===== config.mk =====
export PLATFORM = sky130hd
export DESIGN_NAME = vector_packer
export DESIGN_NICKNAME = d
export VERILOG_FILES = /design/src/rtl/lebug_pkg.sv /design/src/rtl/packer_out_fifo.sv /design/src/rtl/vector_packer.sv
export SDC_FILE = /design/constraint.sdc
export NUM_CORES = 2
export LEC_CHECK = 0
export CELL_PAD_IN_SITES_DETAIL_PLACEMENT = 2
export CELL_PAD_IN_SITES_GLOBAL_PLACEMENT = 2
export CORE_ASPECT_RATIO = 0.5
export CORE_MARGIN = 3
export CORE_UTILIZATION = 43
export DETAILED_ROUTE_END_ITERATION = 10
export PLACE_DENSITY = 0.81
export RECOVER_POWER = 100
export REMOVE_ABC_BUFFERS = 1
export SYNTH_ARGS = -nofsm -noshare
export SYNTH_HDL_FRONTEND = slang
export SYNTH_SLANG_ARGS = --single-unit
export TNS_END_PERCENT = 100

===== constraint.sdc =====
create_clock -name clk -period 27.1 [get_ports clk]
set_input_delay 5.42 -clock clk [delete_from_list [all_inputs] [get_ports clk]]
set_output_delay 5.42 -clock clk [all_outputs]
set_load 0.1 [all_outputs]

===== src/rtl/lebug_pkg.sv =====
// Shared types for the vector packer: per-chain firmware mode and its decode.
package lebug_pkg;

    typedef enum logic [1:0] {
        PASS = 2'd0,
        PACK = 2'd1,
        DROP = 2'd2
    } pack_mode_t;

    // Only the low two bits of a firmware mode byte are meaningful; 2 and 3 both drop.
    function automatic pack_mode_t decode_mode(input logic [1:0] mode_bits);
        case (mode_bits)
            2'd0:    return PASS;
            2'd1:    return PACK;
            default: return DROP;
        endcase
    endfunction

endpackage


===== src/rtl/packer_out_fifo.sv =====
// Output FIFO of the vector packer: two ordered push ports (a before b), one pop port.
module packer_out_fifo #(
    parameter int unsigned WIDTH = 32,
    parameter int unsigned DEPTH = 4
) (
    input  logic             clk,
    input  logic             rst_n,
    input  logic             push_a,
    input  logic [WIDTH-1:0] data_a,
    input  logic             push_b,
    input  logic [WIDTH-1:0] data_b,
    input  logic             pop,
    output logic [WIDTH-1:0] rd_data,
    output logic             full,
    output logic             empty,
    output logic             lost_b
);
    localparam int unsigned AW = $clog2(DEPTH);

    logic [WIDTH-1:0] mem [DEPTH];
    logic [AW-1:0]    wr_ptr;
    logic [AW-1:0]    rd_ptr;
    logic [AW:0]      count;
    logic             acc_a;
    logic             acc_b;
    logic             do_pop;

    // Room is judged on the occupancy before this cycle's pop.
    assign full    = (count == (AW+1)'(DEPTH));
    assign empty   = (count == '0);
    assign acc_a   = push_a && !full;
    assign acc_b   = push_b && ((count + (AW+1)'(acc_a)) < (AW+1)'(DEPTH));
    assign lost_b  = push_b && !acc_b;
    assign do_pop  = pop && !empty;
    assign rd_data = mem[rd_ptr];

    always_ff @(posedge clk) begin
        if (acc_a) mem[wr_ptr] <= data_a;
        if (acc_b) mem[wr_ptr + AW'(acc_a)] <= data_b;
    end

    always_ff @(posedge clk or negedge rst_n) begin
        if (!rst_n) begin
            wr_ptr <= '0;
            rd_ptr <= '0;
            count  <= '0;
        end else begin
            wr_ptr <= wr_ptr + AW'(acc_a) + AW'(acc_b);
            rd_ptr <= rd_ptr + AW'(do_pop);
            count  <= count + (AW+1)'(acc_a) + (AW+1)'(acc_b) - (AW+1)'(do_pop);
        end
    end

endmodule


===== src/rtl/vector_packer.sv =====
// Trace-path packer: per-chain pass / pack-element-0 / drop, feeding a 2-port output FIFO.
module vector_packer
    import lebug_pkg::*;
#(
    parameter int unsigned N                  = 8,
    parameter int unsigned DATA_WIDTH         = 32,
    parameter int unsigned MAX_CHAINS         = 4,
    parameter logic [7:0]  PERSONAL_CONFIG_ID = 8'd0,
    parameter int unsigned FIFO_DEPTH         = 4,
    parameter logic [MAX_CHAINS-1:0][7:0] INITIAL_FIRMWARE_MODE = '0
) (
    input  logic                                 clk,
    input  logic                                 rst_n,
    input  logic                                 tracing,
    input  logic                                 valid_in,
    input  logic                                 eof_in,
    input  logic [$clog2(MAX_CHAINS)-1:0]        chainId_in,
    input  logic [7:0]                           configId,
    input  logic [7:0]                           configData,
    input  logic [N-1:0][DATA_WIDTH-1:0]         vector_in,
    output logic [N-1:0][DATA_WIDTH-1:0]         vector_out,
    output logic [$clog2(MAX_CHAINS)-1:0]        chainId_out,
    output logic                                 valid_out,
    output logic                                 eof_out,
    output logic                                 overflow
);
    localparam int unsigned CW = $clog2(MAX_CHAINS);
    localparam int unsigned KW = $clog2(N) + 1;

    typedef logic [N-1:0][DATA_WIDTH-1:0] vec_t;
    typedef struct packed {
        vec_t          vector;
        logic [CW-1:0] chain;
        logic          eof;
    } trace_word_t;
    localparam int unsigned WW = $bits(trace_word_t);

    logic [MAX_CHAINS-1:0][7:0] firmware_mode;
    logic [CW-1:0]              cfg_ptr;

    logic          s1_valid;
    pack_mode_t    s1_mode;
    vec_t          s1_vector;
    logic [CW-1:0] s1_chain;
    logic          s1_eof;

    vec_t          pbuf, pbuf_n;
    logic [KW-1:0] pcount, pcount_n;
    logic [CW-1:0] pchain, pchain_n;

    trace_word_t   flush_word, pack_word, pass_word, data_a, data_b;
    logic          push_a, push_b, restart, complete;
    logic [KW-1:0] base;

    logic [WW-1:0] fifo_rd;
    trace_word_t   head;
    logic          fifo_full, fifo_empty, fifo_lost_b;

    always_ff @(posedge clk or negedge rst_n) begin
        if (!rst_n) begin
            firmware_mode <= INITIAL_FIRMWARE_MODE;
            cfg_ptr       <= '0;
        end else if (configId == PERSONAL_CONFIG_ID) begin
            firmware_mode[cfg_ptr] <= configData;
            cfg_ptr <= (cfg_ptr == CW'(MAX_CHAINS - 1)) ? '0 : cfg_ptr + 1'b1;
        end else begin
            cfg_ptr <= '0;
        end
    end

    // Mode is decoded at acceptance, before any config write landing on the same edge.
    always_ff @(posedge clk or negedge rst_n) begin
        if (!rst_n) begin
            s1_valid  <= 1'b0;
            s1_mode   <= PASS;
            s1_vector <= '0;
            s1_chain  <= '0;
            s1_eof    <= 1'b0;
        end else begin
            s1_valid <= valid_in && tracing;
            if (valid_in && tracing) begin
                s1_mode   <= decode_mode(firmware_mode[chainId_in][1:0]);
                s1_vector <= vector_in;
                s1_chain  <= chainId_in;
                s1_eof    <= eof_in;
            end
        end
    end

    always_comb begin
        restart  = (pcount != '0) &&
                   ((s1_mode == PASS) || ((s1_mode == PACK) && (s1_chain != pchain)));
        base     = restart ? '0 : pcount;
        complete = (base == KW'(N - 1)) || s1_eof;

        flush_word        = '0;
        flush_word.chain  = pchain;
        pack_word         = '0;
        pack_word.chain   = s1_chain;
        pack_word.eof     = s1_eof;
        // Slots beyond the fill level read as zero, so the buffer never needs clearing.
        for (int unsigned i = 0; i < N; i++) begin
            if (KW'(i) < pcount) flush_word.vector[i] = pbuf[i];
            if (KW'(i) < base)
                pack_word.vector[i] = pbuf[i];
            else if (KW'(i) == base)
                pack_word.vector[i] = s1_vector[0];
        end
        pass_word.vector = s1_vector;
        pass_word.chain  = s1_chain;
        pass_word.eof    = s1_eof;

        pbuf_n   = pbuf;
        pcount_n = pcount;
        pchain_n = pchain;
        push_a   = 1'b0;
        push_b   = 1'b0;
        data_a   = flush_word;
        data_b   = pass_word;

        if (s1_valid) begin
            case (s1_mode)
                PASS: begin
                    pcount_n = '0;
                    push_a   = 1'b1;
                    if (restart) push_b = 1'b1;
                    else         data_a = pass_word;
                end
                PACK: begin
                    for (int unsigned i = 0; i < N; i++)
                        if (KW'(i) == base) pbuf_n[i] = s1_vector[0];
                    pchain_n = s1_chain;
                    pcount_n = complete ? '0 : base + KW'(1);
                    if (restart) begin
                        push_a = 1'b1;
                        push_b = complete;
                        data_b = pack_word;
                    end else if (complete) begin
                        push_a = 1'b1;
                        data_a = pack_word;
                    end
                end
                default: begin
                    if (s1_eof && (pcount != '0)) begin
                        push_a     = 1'b1;
                        data_a.eof = 1'b1;
                        pcount_n   = '0;
                    end
                end
            endcase
        end
    end

    always_ff @(posedge clk or negedge rst_n) begin
        if (!rst_n) begin
            pbuf   <= '0;
            pcount <= '0;
            pchain <= '0;
        end else begin
            pbuf   <= pbuf_n;
            pcount <= pcount_n;
            pchain <= pchain_n;
        end
    end

    packer_out_fifo #(
        .WIDTH(WW),
        .DEPTH(FIFO_DEPTH)
    ) u_fifo (
        .clk     (clk),
        .rst_n   (rst_n),
        .push_a  (push_a),
        .data_a  (data_a),
        .push_b  (push_b),
        .data_b  (data_b),
        .pop     (!fifo_empty),
        .rd_data (fifo_rd),
        .full    (fifo_full),
        .empty   (fifo_empty),
        .lost_b  (fifo_lost_b)
    );

    assign head = trace_word_t'(fifo_rd);

    always_ff @(posedge clk or negedge rst_n) begin
        if (!rst_n) begin
            vector_out  <= '0;
            chainId_out <= '0;
            valid_out   <= 1'b0;
            eof_out     <= 1'b0;
            overflow    <= 1'b0;
        end else begin
            valid_out <= !fifo_empty;
            if (!fifo_empty) begin
                vector_out  <= head.vector;
                chainId_out <= head.chain;
                eof_out     <= head.eof;
            end else begin
                eof_out <= 1'b0;
            end
            if ((push_a && fifo_full) || fifo_lost_b) overflow <= 1'b1;
        end
    end

endmodule


# Yosys cells after proc, flatten, opt, wreduce, memory -nomap -nowiden
# Memory sizes are Yosys's and may differ from the RTL's.
# Index checks and enable logic that the tools add are counted.
# word_totals
output_inout_bits,261
mem_bits_rw,1036
reg_bits,826
wordCells,175
inputBits,279
n_memories,1
# classes
n_reduce_logical,32
add_sub_neg,8
n_lt_le_gt_ge,20
muxes,59
eq_ne,13
# mem_list
memory,words,word_bits,read_ports,rd_clocked_by_memory_dff,write_ports,line_no,rtl
u_fifo.mem,4,259,1,0,2,packer_out_fifo.sv:20,logic [WIDTH-1:0] mem [DEPTH];
# ops
op,n
$mux 259,7
$mux 32,24
$pmux 258 s2,1
$bwmux 32,1
$lt 3x4->1 const A,8
$reduce_and 3->1,8
$bmux 8 s2,1
$demux 8 s2,1
$eq 3x4->1 const A,4
$lt 1x4->1 const A,4
$lt 2x4->1 const A,4
$mux 1,12
$mux 4,3
$logic_and 1x1->1,9
$eq 2x4->1 const A,2
$logic_not 8->1,1
$mux 8,1
$pmux 4 s2,1
$add 2x1->2,3
$add 3x1->3,2
$lt 2x3->1 const B,2
$mux 2,3
$pmux 1 s2,3
$add 4x1->4 const B,1
other kinds (19),26

# Logic depth before layout (Yosys ltp)
# depth
depth_word,18
depth_mapped,18
depth_no_buf,14

# Hierarchy
# Synthesis repeated with hierarchy kept, for this count alone.
# unflattened
cells_unflattened,5410
area_unflattened_um2,86839.5
# by_module_without_submodules
mod,seq_area_each_um2,instances,area_each_um2,cells_each
packer_out_fifo,31285.0,1,51095.3,2548
vector_packer,19894.1,1,35744.3,2862

# Worst setup path after synthesis
# OpenSTA, ideal clock, no wires.
# synth_timing
path_kind,flip-flop to flip-flop
from,register pcount[1]
to,"memory u_fifo.mem[1][0] (netlist bit), enable pin"
slack_ns,5.991
arrival_time_ns,19.871
path_buffers,4
t_required_ns,25.863
stages_incl_launch_ff,10
period_less_slack_ns,21.109
setup_time_ns,1.237
path_cell_list,dfrtp_1 > buf_2 > and4b_1 > buf_2 > nor2_1 > buf_2 > clkbuf_1 > a311oi_1 > nand2_1 > o21ai_0
# synth_lines
item,line_no,rtl
from (decl),vector_packer.sv:48,"logic [KW-1:0] pcount, pcount_n;"
from (signal assigned),vector_packer.sv:161,pcount <= pcount_n;
to (decl),packer_out_fifo.sv:20,

==> results.tsv <==
metric	value	unit
status	finished, violations left	
violations	capacitance limit, slew limit	
critical_path.cell_chain	or4_1, a21oi_1, nand2b_1, a311oi_1, ha_1, ha_1, xnor2_1, nand4_1, nand2b_1, clkbuf_1, buf_4, a21oi_1, a21oi_1	
async_reset_ff_share	43.63	%
synth.area.top_cells	edfxtp_1 36%, dfrtp_1 23%, mux2_2 11%	
tritoncts	yes	
seqPwrFrac	37.6	%
grt_use_total	33.78	%
cpMostUsedCell	a21oi_1	
synth_compound_gate_area_share	14.74	%
cap_violations	83	
synth_area	87410	um2
firstDrtPassIters	8	
mostFrequentLayoutCells	1,151 x a21oi_1, 1,036 x edfxtp_1, 776 x dfrtp_1, 758 x mux2_2, 269 x clkdlybuf4s50_1	
routedWlPerCell	37.79	um
syn_inst	6447	
insertion_delay	0.87	ns
max_stage_delay	8.48	ns
die-height	324.8	um
start_util	43.48	%
coreArea	201000	um2
dpl.hpwl	202.0	mm
cp_data_required_time	27.76	ns
crit_path_max_fanout	185	
portBuffers	533	
cts.hold.buffers_added	0	
yosys.area_share.simple	3.527	%
num-nets-final	6970	
core.rowCount	116	
p_clk_share	25.5	%
post_cts_buffers	0	
fin_crit	17.68	ns
power.density	102.3	nW/um2
finalWirelength	361.2	mm
grt-ovfl-total	0	
finalMaxSlewViolations	4125	
grt_pass1_vias	72858	
ir_drop	62.49	uV
fin_tns_setup	0	ns
yosys.area.top_type	edfxtp_1	
p_sw_share	41.27	%
antenna_found_initial	36	
synth_top_family_by_area	multiplexers	
total_power	10.30	mW
timing.hold.ws	0.5001	ns
placed_cell_area	95310	um2
power_switching	4.252	mW
synth_edf_count	1036	
setup_violations	0	
grt_start_max_net_pins	271	
routabilityCongestion	0.8572	
syn_to_final_growth	15.21	%
grt_setup_unrepaired	false	
fin_crit_sh	65.22	%
ios	540	
yosysWarnings	0	
leakage	37.16	nW
drt-initial-drc-count	8241	
post_cts_resized	0	
vias	65582	
die_w	643.6	um
clock-sinks	1838	
ys_seq_area_share	58.55	%
ys_types	69	
drc	0	
synth_top_area_share	35.59	%
finClkSkew	0.06125	ns
critPathLaunchType	register	
arrival	18.34	ns
synth_xor_area_share	0.1102	%
synth_mux_area_share	19.88	%
clk_pin_slew	0.07	ns
synth_flop_cell	edfxtp_1	
crit_slowest_cell	clkbuf_1	
clockBufferDepth	4	
relSlewSlack	-710.8	%
hp-class	reg2reg	
p_int	6.052	mW
layout_commonest_cell	a21oi_1	
cts_root_buf	clkbuf_16	
worst_pin_slew	12.16	ns
cts-buffers-inserted	180	
htree_levels	4	
worstSetupPathType	reg2reg	
endpoint_kind	register	
final-hold-violation-count	0	
yosys.area_share.adder	0.2233	%
ant_nets	0	
viasPerCell	6.861	
critPathTopFamily	buffers and inverters	
path_buf_inv	2	
grt_pass1_wl	524.5	mm
p_comb_share	36.9	%
max_freq	56.58	MHz
synth-seq-cells	1838	
syn_avg_cell_area	13.56	um2
dieArea	209000	um2
layout-drive-gt1-share	21.45	%
design_area	100700	um2
-- sequential cells by signal, summed over array words and instances, names as in the netlist --
signal and flops:
u_fifo.wr_ptr 2, firmware_mode 8, s1_mode 2, pchain 2, pbuf 256, pass_word 256
valid_out 1, eof_out 1, u_fifo.mem 1036, u_fifo.rd_ptr 2, vector_out 256, overflow 1
s1_valid 1, chainId_out 2, pcount 4, u_fifo.count 3, cfg_ptr 2, s1_eof 1
s1_chain 2
-- cells in the mapped netlist, types with 6 or more instances --
| master | count |
|---|---|
| buf_2 | 70 |
| a211o_1 | 9 |
| a222oi_1 | 73 |
| a211oi_1 | 22 |
| or3_1 | 8 |
| a221o_1 | 219 |
| ha_1 | 14 |
| o21ai_1 | 6 |
| dfrtp_1 | 802 |
| nand2_1 | 146 |
| a31oi_1 | 48 |
| mux4_2 | 261 |
| clkbuf_1 | 509 |
| and2_1 | 62 |
| edfxtp_1 | 1036 |
| o211ai_1 | 32 |
| a2111oi_0 | 21 |
| o31a_1 | 8 |
| nor3_1 | 44 |
| buf_1 | 73 |
| nor2_1 | 201 |
| nor4bb_1 | 21 |
| mux2_2 | 852 |
| a22oi_1 | 62 |
| a221oi_2 | 30 |
| mux2i_1 | 188 |
| nand2b_1 | 26 |
| a21oi_1 | 1152 |
| a32oi_1 | 21 |
| a221oi_1 | 21 |
| inv_1 | 14 |
| nand3_1 | 39 |
| and3_1 | 20 |
| a21o_1 | 24 |
| nand3b_1 | 24 |
| xnor2_1 | 7 |
| o21ai_0 | 132 |
| a22o_1 | 81 |
-- layer usage --
metal	up-vias	wire, um	global-route usage (%)
met3	1060	31930	7.674
met2	3946	175600	55.17
li1	25793	-	-
met5	-	16	0
met1	34781	128000	40.03
met4	2	25690	22.66
-- worst paths after layout --
kind	start	to	slack [ns]	cells past startpoint
min in group asynchronous	rst_n	pass_word[12]$_DFFE_PN0P_	6.03	1
min	vector_out[246]$_DFFE_PN0N_	vector_out[246]$_DFFE_PN0N_	0.50	1
max in group asynchronous	rst_n	pass_word[195]$_DFFE_PN0P_	10.51	5
min reg2reg	vector_out[246]$_DFFE_PN0N_	vector_out[246]$_DFFE_PN0N_	0.50	1
max reg2reg	pcount[0]$_DFFE_PN0P_	u_fifo.mem[3][183]$_DFFE_PP_	9.42	13
max	pcount[0]$_DFFE_PN0P_	u_fifo.mem[3][183]$_DFFE_PP_	9.42	13
-- power by group through the flow --
stage / registers, mW / clock network, mW / logic, mW
2_1_floorplan: 5.45 / 0 / 1.46
3_3_place_gp: 3.85 / 0 / 3.71
3_5_place_dp: 3.90 / 0 / 3.81
4_1_cts: 3.86 / 2.64 / 3.86
5_1_grt: 3.91 / 2.75 / 3.92
6_report: 3.87 / 2.62 / 3.81
-- cells by family (layout without fill, tap and decap cells) --
family / Yosys count / count (layout)
xor gates and xnor gates: 11 / 11
adders and majority gates: 15 / 15
other: 0 / 24
DFF: 1838 / 1838
muxes: 1303 / 1303
buffers and inverters: 666 / 1039
and+or+nand+nor: 623 / 623
AOI/OAI and AO/OA: 1991 / 1991
-- final cells by class --
class                      instances  area, um2
fill                           18632     100300
sequential                      1838      51220
multi-input combinational       3943      33780
timing repair buffer             699       6354
clock buffer                     274       5318
tap                             2714       3396
clock inverter                    52      515.5
antenna                           24      60.06
inverter                          14      52.55
-- through the flow --
step                      setup slack [ns]  std cells  util, %
final                                9.425       9558    50.09
after global routing                 9.170       9546    50.08
after CTS                            18.47       9534    50.32
after detailed placement             17.60       9208    47.42
after global placement               17.78       9208    47.42
after floorplan                     -21.97       5795        -
Note: power is estimated with default switching activity, not from simulation.
